`src/rtl/uart_tx_arbiter.sv`:
```
// uart_tx_arbiter
//   Shares one UART transmitter between N_REQ byte producers. In IDLE a winner
//   is chosen (round-robin by default), its byte is latched onto TX_data, it
//   gets a one-cycle req_ack, and TXstart is raised. The arbiter then waits for
//   the transmitter to report TXbusy and to finish the frame. After the frame,
//   it inserts GAP_CYCLES idle cycles before the next grant. If TXbusy never
//   rises within START_TIMEOUT cycles, the byte is dropped and tx_err pulses.
//
//   Build option: define UART_TX_ARB_FIXED_PRIO_EN for fixed priority (the
//   lowest index wins and rr_ptr stays at 0). The default is round-robin.
//
// Ports
//   clock, reset_n   rising-edge clock, asynchronous active-low reset
//   req[N_REQ]       request per producer, held until its req_ack
//   req_data         byte i at req_data[8*i+:8]
//   req_ack[N_REQ]   one-cycle pulse: byte of requester i latched
//   TXstart, TX_data to transmitter; TX_data stable from grant to frame end
//   TXbusy           from transmitter
//   grant_id         index of current/last granted requester
//   arb_busy         high in any state other than IDLE
//   tx_err           one-cycle pulse on start timeout
module uart_tx_arbiter #(
  parameter int N_REQ         = 4,
  parameter int START_TIMEOUT = 16,
  parameter int GAP_CYCLES    = 2
) (
  input  logic               clock,
  input  logic               reset_n,
  input  logic [N_REQ-1:0]   req,
  input  logic [8*N_REQ-1:0] req_data,
  output logic [N_REQ-1:0]   req_ack,
  output logic               TXstart,
  output logic [7:0]         TX_data,
  input  logic               TXbusy,
  output logic [2:0]         grant_id,
  output logic               arb_busy,
  output logic               tx_err
);

  localparam int PW       = $clog2(N_REQ);
  localparam int CNT_MAX  = (START_TIMEOUT > GAP_CYCLES) ? START_TIMEOUT : GAP_CYCLES;
  localparam int CW       = (CNT_MAX < 2) ? 1 : $clog2(CNT_MAX);
  localparam int TO_LAST  = (START_TIMEOUT > 0) ? START_TIMEOUT - 1 : 0;
  localparam int GAP_LAST = (GAP_CYCLES > 0) ? GAP_CYCLES - 1 : 0;

  typedef enum logic [1:0] {IDLE, START, BUSY, GAP} state_t;

  state_t           state, state_n;
  logic [CW-1:0]    cnt, cnt_n;
  logic [PW-1:0]    rr_ptr, rr_n;
  logic [N_REQ-1:0] ack_n;
  logic             txstart_n, err_n, arb_n;
  logic [7:0]       data_n;
  logic [2:0]       gid_n;

  logic             win_found;
  logic [PW-1:0]    win_idx, idx;
  logic [7:0]       win_byte;

  // Winner search: first set request starting at rr_ptr (or at 0 when fixed).
  always_comb begin
    win_found = 1'b0;
    win_idx   = '0;
    idx       = '0;
    win_byte  = 8'h00;
    for (int k = 0; k < N_REQ; k++) begin
`ifdef UART_TX_ARB_FIXED_PRIO_EN
      idx = PW'(k);
`else
      idx = PW'((int'(rr_ptr) + k) % N_REQ);
`endif
      if (!win_found && req[idx]) begin
        win_found = 1'b1;
        win_idx   = idx;
      end
    end
    for (int i = 0; i < N_REQ; i++)
      if (win_idx == PW'(i)) win_byte = req_data[8*i +: 8];
  end

  // Next-state and next-output logic; every output is registered below.
  always_comb begin
    state_n   = state;
    cnt_n     = cnt;
    rr_n      = rr_ptr;
    ack_n     = '0;
    err_n     = 1'b0;
    txstart_n = TXstart;
    data_n    = TX_data;
    gid_n     = grant_id;
    case (state)
      IDLE: begin
        txstart_n = 1'b0;
        // A foreign frame (TXbusy already high) blocks new grants.
        if (win_found && !TXbusy) begin
          data_n         = win_byte;
          gid_n          = 3'(win_idx);
          ack_n[win_idx] = 1'b1;
          txstart_n      = 1'b1;
          cnt_n          = '0;
          state_n        = START;
`ifdef UART_TX_ARB_FIXED_PRIO_EN
          rr_n = '0;
`else
          rr_n = (win_idx == PW'(N_REQ-1)) ? '0 : win_idx + PW'(1);
`endif
        end
      end
      START: begin
        if (TXbusy) begin
          txstart_n = 1'b0;
          cnt_n     = '0;
          state_n   = BUSY;
        end else if (cnt == CW'(TO_LAST)) begin
          // Byte is dropped, not retried.
          txstart_n = 1'b0;
          err_n     = 1'b1;
          cnt_n     = '0;
          state_n   = GAP;
        end else begin
          cnt_n = cnt + CW'(1);
        end
      end
      BUSY: begin
        txstart_n = 1'b0;
        if (!TXbusy) begin
          cnt_n   = '0;
          state_n = GAP;
        end
      end
      GAP: begin
        txstart_n = 1'b0;
        if (GAP_CYCLES == 0 || cnt == CW'(GAP_LAST)) begin
          cnt_n   = '0;
          state_n = IDLE;
        end else begin
          cnt_n = cnt + CW'(1);
        end
      end
      default: begin
        txstart_n = 1'b0;
        cnt_n     = '0;
        state_n   = IDLE;
      end
    endcase
    arb_n = (state_n != IDLE);
  end

  always_ff @(posedge clock or negedge reset_n) begin
    if (!reset_n) begin
      state    <= IDLE;
      cnt      <= '0;
      rr_ptr   <= '0;
      req_ack  <= '0;
      TXstart  <= 1'b0;
      TX_data  <= 8'h00;
      grant_id <= 3'd0;
      arb_busy <= 1'b0;
      tx_err   <= 1'b0;
    end else begin
      state    <= state_n;
      cnt      <= cnt_n;
      rr_ptr   <= rr_n;
      req_ack  <= ack_n;
      TXstart  <= txstart_n;
      TX_data  <= data_n;
      grant_id <= gid_n;
      arb_busy <= arb_n;
      tx_err   <= err_n;
    end
  end

endmodule

```
`config.mk`:
```
export PLATFORM = sky130hd
export DESIGN_NAME = uart_tx_arbiter
export DESIGN_NICKNAME = d
export VERILOG_FILES = /design/src/rtl/uart_tx_arbiter.sv
export SDC_FILE = /design/constraint.sdc
export NUM_CORES = 1
export LEC_CHECK = 0
export ABC_AREA = 1
export BUFFER_PORTS_ARGS = -buffer_cell sky130_fd_sc_hd__buf_2
export CAP_MARGIN = 10
export CORE_MARGIN = 10
export CORE_UTILIZATION = 45
export CTS_CLUSTER_SIZE = 40
export DETAILED_ROUTE_END_ITERATION = 6
export GPL_ROUTABILITY_DRIVEN = 0
export PLACE_DENSITY = 0.76
export SYNTH_ARGS = -nofsm -noshare
export SYNTH_HDL_FRONTEND = slang
export SYNTH_SLANG_ARGS = --single-unit
```
`constraint.sdc`:
```
create_clock -name clock -period 2.4 [get_ports clock]
set_input_delay 0.36 -clock clock [delete_from_list [all_inputs] [get_ports clock]]
set_output_delay 0.36 -clock clock [all_outputs]
set_load 0.01 [all_outputs]
```
# == After elaboration in Yosys (flattened, before gate mapping) ==
# Cells that the tools add are included.
# word_totals
reg_bits,25
latchBits,0
ram_bits,0
romBits,0
out_inout_bits,18
wordCells,90
mem_count,0
# op_classes
n_addsub,5
n_mul,0
div_mod_pow,0
n_lt_le_gt_ge,6
n_eq_ne,11
shift,0
muxes,44
n_bitwise,0
reduce_logical,15
# ops
operator,n
$mux W8,4
$mux W4,7
$mux W2,10
$pmux W4 S4,1
$lt A2 B3 Y1 const B,5
$mux W1,15
$bmux W1 S2,4
$eq A2 B2 Y1 const B,4
$pmux W2 S4,1
$logic_and A1 B1 Y1,5
$add A2 B1 Y2 const B,2
$add A2 B2 Y2 const B,2
$add A4 B1 Y4 const B,1
$eq A2 B1 Y1 const B,2
$eq A4 B1 Y1 const B,1
$eq A4 B4 Y1 const B,1
$logic_not A1 Y1,4
$logic_not A2 Y1,2
$ne A2 B2 Y1 const B,2
$reduce_and A2 Y1,2
$ne A3 B3 Y1 const B,1
$pmux W1 S3,1
$demux W1 S2,1
$ge A2 B1 Y1 const B,1
2 further kinds,2

# == Depth between registers and ports, before layout ==
# depth
ltp_word,18
mapped_depth,21

# == Least setup slack after synthesis ==
# No wires, ideal clock.
# synth_path
kind,reg2reg
start,register rr_ptr[0]
end,register TX_data[0]
setup_time_ps,65
t_arrival_ps,2362
t_required_ps,2335
setup_slack_ps,-27
stages_incl_launch_ff,19
path_buffers,2
period_less_slack_ps,2427
path_cell_list,dfrtp_1 > buf_6 > inv_6 > nand2_1 > nand3_1 > nand2_2 > nor2_8 > nand3_4 > nand3_1 > inv_1 > ha_1 > clkbuf_1 > nor2_1 > nand2_1 > nand2_1 > o21ai_0 > o21ai_0 > nand2_1 > nand2_1
# synth_between
elab_chain_len,17
elab_cells_between_ends,35
cone_classes,3 x add/sub; 3 x eq/ne; 20 x mux; 9 x reduce/logical
# synth_lines
item,line_no,source
"start, declared",50,"logic [PW-1:0] rr_ptr, rr_n;"
"start signal, assigned",163,rr_ptr <= rr_n;
branches (longest 11 deep; another with $add A2 B1 Y2),--,
$mux W2 (*),72,if (!win_found && req[idx]) begin
named net win_idx[0],57,"logic [PW-1:0] win_idx, idx;"
$logic_not A2 Y1,78,if (win_idx == PW'(i)) win_byte = req_data[8*i +: 8];
$mux W8 (3 in series),78,
$mux W8 (*),78,
"end signal, assigned",166,TX_data <= data_n;
"end, declared",33,"output logic [7:0] TX_data,"
# Mark *: on every way through the listed nets, which the timed path passes. The select of a mux whose other input is x is not followed.
# A chain may end at the register's enable or synchronous reset.

# == Worst setup path after layout ==
# layout_path
start,register rr_ptr[0]
end,register TX_data[5]
# The elaborated chain is that of the path after synthesis.

==> impl_metrics.tcl <==
set metrics [dict create \
    status "finished, final reports clean" \
    antenna_left 0 \
    dp_hpwl_um 3320 \
    cpPeakStageDelay_ns 0.46 \
    muxShareOfSynthArea_pct 0 \
    leakage_uw 0.00123 \
    setup_viol 0 \
    yosys.area_share.simple_pct 37.9 \
    combPwrFrac_pct 72.8 \
    syn-cell-area_mm2 0.00166 \
    synth_compound_area_share_pct 9.18 \
    seqPwrFrac_pct 19.8 \
    die_y_um 80.8 \
    crit_fanout 8 \
    synth_top_family_by_area "simple AND/OR/NAND/NOR gates" \
    routedWlPerCell_um 12.5 \
    finClkSkew_ns 0.00304 \
    ys_seq_area_share_pct 37.6 \
    syn_to_final_growth_pct 30.9 \
    ctsHoldBuffers 0 \
    tightest_slew_ns 0.563 \
    grt_pass1_vias 1641 \
    synth_seq_cells 25 \
    min_period_ns 2.32 \
    endpoint_kind "register" \
    final.setup.tns_ns 0 \
    max_freq_mhz 431 \
    port_buffers 55 \
    final_common_cell "nand2_1" \
    path_class "reg2reg" \
    grt_pass1_wl_um 7140 \
    clk_path_buf_depth 2 \
    layout.cells.most_common_list "nand2_1 (92), buf_2 (55), dfrtp_1 (24)" \
    switching_share_pct 50.5 \
    syn_area_per_cell_um2 7.02 \
    synthCells 237 \
    dieArea_mm2 0.00653 \
    drv_cap 0 \
    grt_max_degree 26 \
    die-width_um 80.8 \
    cts_buffers 3 \
    yosysUniqueCellTypes 29 \
    ctsHtreeMaxLevel 1 \
    drt-pass1-iter-count 4 \
    syn_nets 282 \
    synthAdderAreaFrac_pct 4.51 \
    hold_viol 0 \
    max_slew_margin_pct 62.2 \
    clk_pin_slew_ns 0.09 \
    worstPathRequired_ns 2.57 \
    cts-root-buf "clkbuf_8" \
    wirelength_um 4350 \
    via_count 1626 \
    holdWs_ns 0.0695 \
    routed_via_density 4.69 \
    clkLatencyLatePin_ns 0.27 \
    num_rows 22 \
    synth_warnings 0 \
    hold_path.class "in2async" \
    power_uw 3510 \
    grt_overflow 0 \
    drt_iter0_markers 52 \
    vdd_ir_drop_max_v 0.00127 \
    drive_gt1_share_pct 35.8 \
    power.internal_uw 1740 \
    track_usage_pct 13.3 \
    core_region_area_mm2 0.00361 \
    drc 0 \
    num_antenna_cells 0 \
    initial_utilization_pct 46.1 \
    final_nets 345 \
    ioPinCount 57 \
    fin_cells 347 \
    nFillCells 338 \
    synth_xor_area_share_pct 1.05 \
    crit_path_start_kind "register" \
    grt_antenna_before_repair 0 \
    placed_cells 340 \
    fin_crit_sh_pct 96.6 \
    p_per_area_mw_per_mm2 1610 \
    clkSinkCount 25 \
    power.share.clock_pct 7.4 \
    arrival_ns 2.49 \
    timing.final.max_slew_violations 0 \
    path_buf_inv 3 \
    cp_top_family "simple AND/OR/NAND/NOR gates" \
    cts_tree "done" \
    crit_chain "clkinv_4 > nand2_1 > nand2_2 > nand2_2 > nand2_4 > nor2_8 > nand4_1 > nand2_2 > inv_2 > ha_2 > buf_6 > a21oi_1 > nand2_1 > o21ai_0 > o21ai_1 > nand2_1 > nand2_1" \
    slowest_stage "dfrtp_2" \
    crit_path_frequent_cell "nand2_1" \
    power.switching_uw 1770 \
]
[synth_stat cells]
master | n | area [µm²]
dfrtp_1 | 25 | 626
o21ai_0 | 21 | 105
conb_1 | 1 | 3.75
nor2_8 | 1 | 20.0
nand3_1 | 15 | 75.1
nand2_8 | 1 | 20.0
a21oi_1 | 8 | 40.0
and2_4 | 1 | 8.76
nor3_1 | 1 | 5.00
nand4_1 | 2 | 12.5
inv_1 | 22 | 82.6
nand3_4 | 1 | 17.5
ha_1 | 6 | 75.1
nand2_2 | 4 | 25.0
a211oi_1 | 1 | 7.51
inv_6 | 1 | 8.76
nand2_1 | 99 | 372
inv_4 | 1 | 6.26
buf_4 | 1 | 7.51
inv_2 | 1 | 3.75
xnor2_1 | 1 | 8.76
nand2_4 | 1 | 11.3
xor2_1 | 1 | 8.76
buf_6 | 3 | 33.8
nor2_1 | 11 | 41.3
nand3_2 | 1 | 10.0
nor2_2 | 1 | 6.26
or2_1 | 1 | 6.26
clkbuf_1 | 4 | 15.0
[worst reg2reg max path, cell delays in order (launching register included)]
cell and delay [ns]:
dfrtp_2 0.46, clkinv_4 0.10, nand2_1 0.09, nand2_2 0.07
nand2_2 0.09, nand2_4 0.08, nor2_8 0.14, nand4_1 0.17
nand2_2 0.18, inv_2 0.06, ha_2 0.20, buf_6 0.13
a21oi_1 0.12, nand2_1 0.06, o21ai_0 0.07, o21ai_1 0.08
nand2_1 0.08, nand2_1 0.05
[worst paths after layout]
path,start,to,slack (ns),cells past startpoint
min in group clock,req_data[31],TX_data[7],0.40,5
max in group asynchronous,reset_n,rr_ptr[0],1.93,1
worst min-delay path,reset_n,TXstart,0.07,1
worst min register to register,TX_data[2],TX_data[2],0.48,2
worst max register to register,rr_ptr[0],TX_data[5],0.08,17
worst max-delay path,rr_ptr[0],TX_data[5],0.08,17
[registers in the layout, summed over array words and instances (netlist names), 2 cells and up]
register and flops:
state 2, grant_id 2, req_ack 4, cnt 4
TX_data 8, rr_ptr 2
[metrics by stage]
stage	setup WS, ns	utilization, %	instance area (µm²)
after floorplan	0.0551	-	1670
after global placement	0.0602	55.6	2000
after detailed placement	0.0210	55.6	2000
after CTS	0.0335	57.0	2050
after global routing	-0.128	60.3	2180
final	0.0809	60.3	2180
[routing by layer]
metal / track usage, % / up-vias / share of wire [%]
li1: - / 867 / -
met1: 16.3 / 708 / 46
met2: 21.7 / 49 / 46
met3: 5.08 / 2 / 8.0
met4: 2.60 / 0 / 0.37
met5: 0 / - / 0
[repair_timing]
action                                 CTS  global route
setup endpoints to repair                1             8
gates resized for setup                  1            38
endpoints found under the hold margin    0             0
buffers inserted                         0             3
pin swaps                                0            12
[layout make-up]
type	instances	area, µm²	share of cell area [%]
clock inverters	1	7.51	0.345
flip-flops and latches	25	627	28.8
well taps	48	60.1	2.76
multi-input cells	179	970	44.6
repair buffers	66	369	17.0
inverters	25	101	4.66
clock buffers	3	41.3	1.90
[power groups by stage]
stage	registers [µW]	clock network [µW]	logic, µW
finish	697	259	2560
global route	724	278	2890
CTS	696	262	2170
detailed placement	700	0	2170
global placement	699	0	2150
floorplan	716	0	1570
[cells by family (layout without fill, tap and decap cells)]
kind of cell	count (synthesis)	count (layout)
adder cells (fa/ha/maj)	6	6
AO/OA/AOI/OAI	30	30
XOR/XNOR	2	2
buffers and inverters	33	95
flip-flops	25	25
other	1	1
AND/OR/NAND/NOR	140	140
(Power assumes the default switching activity.)
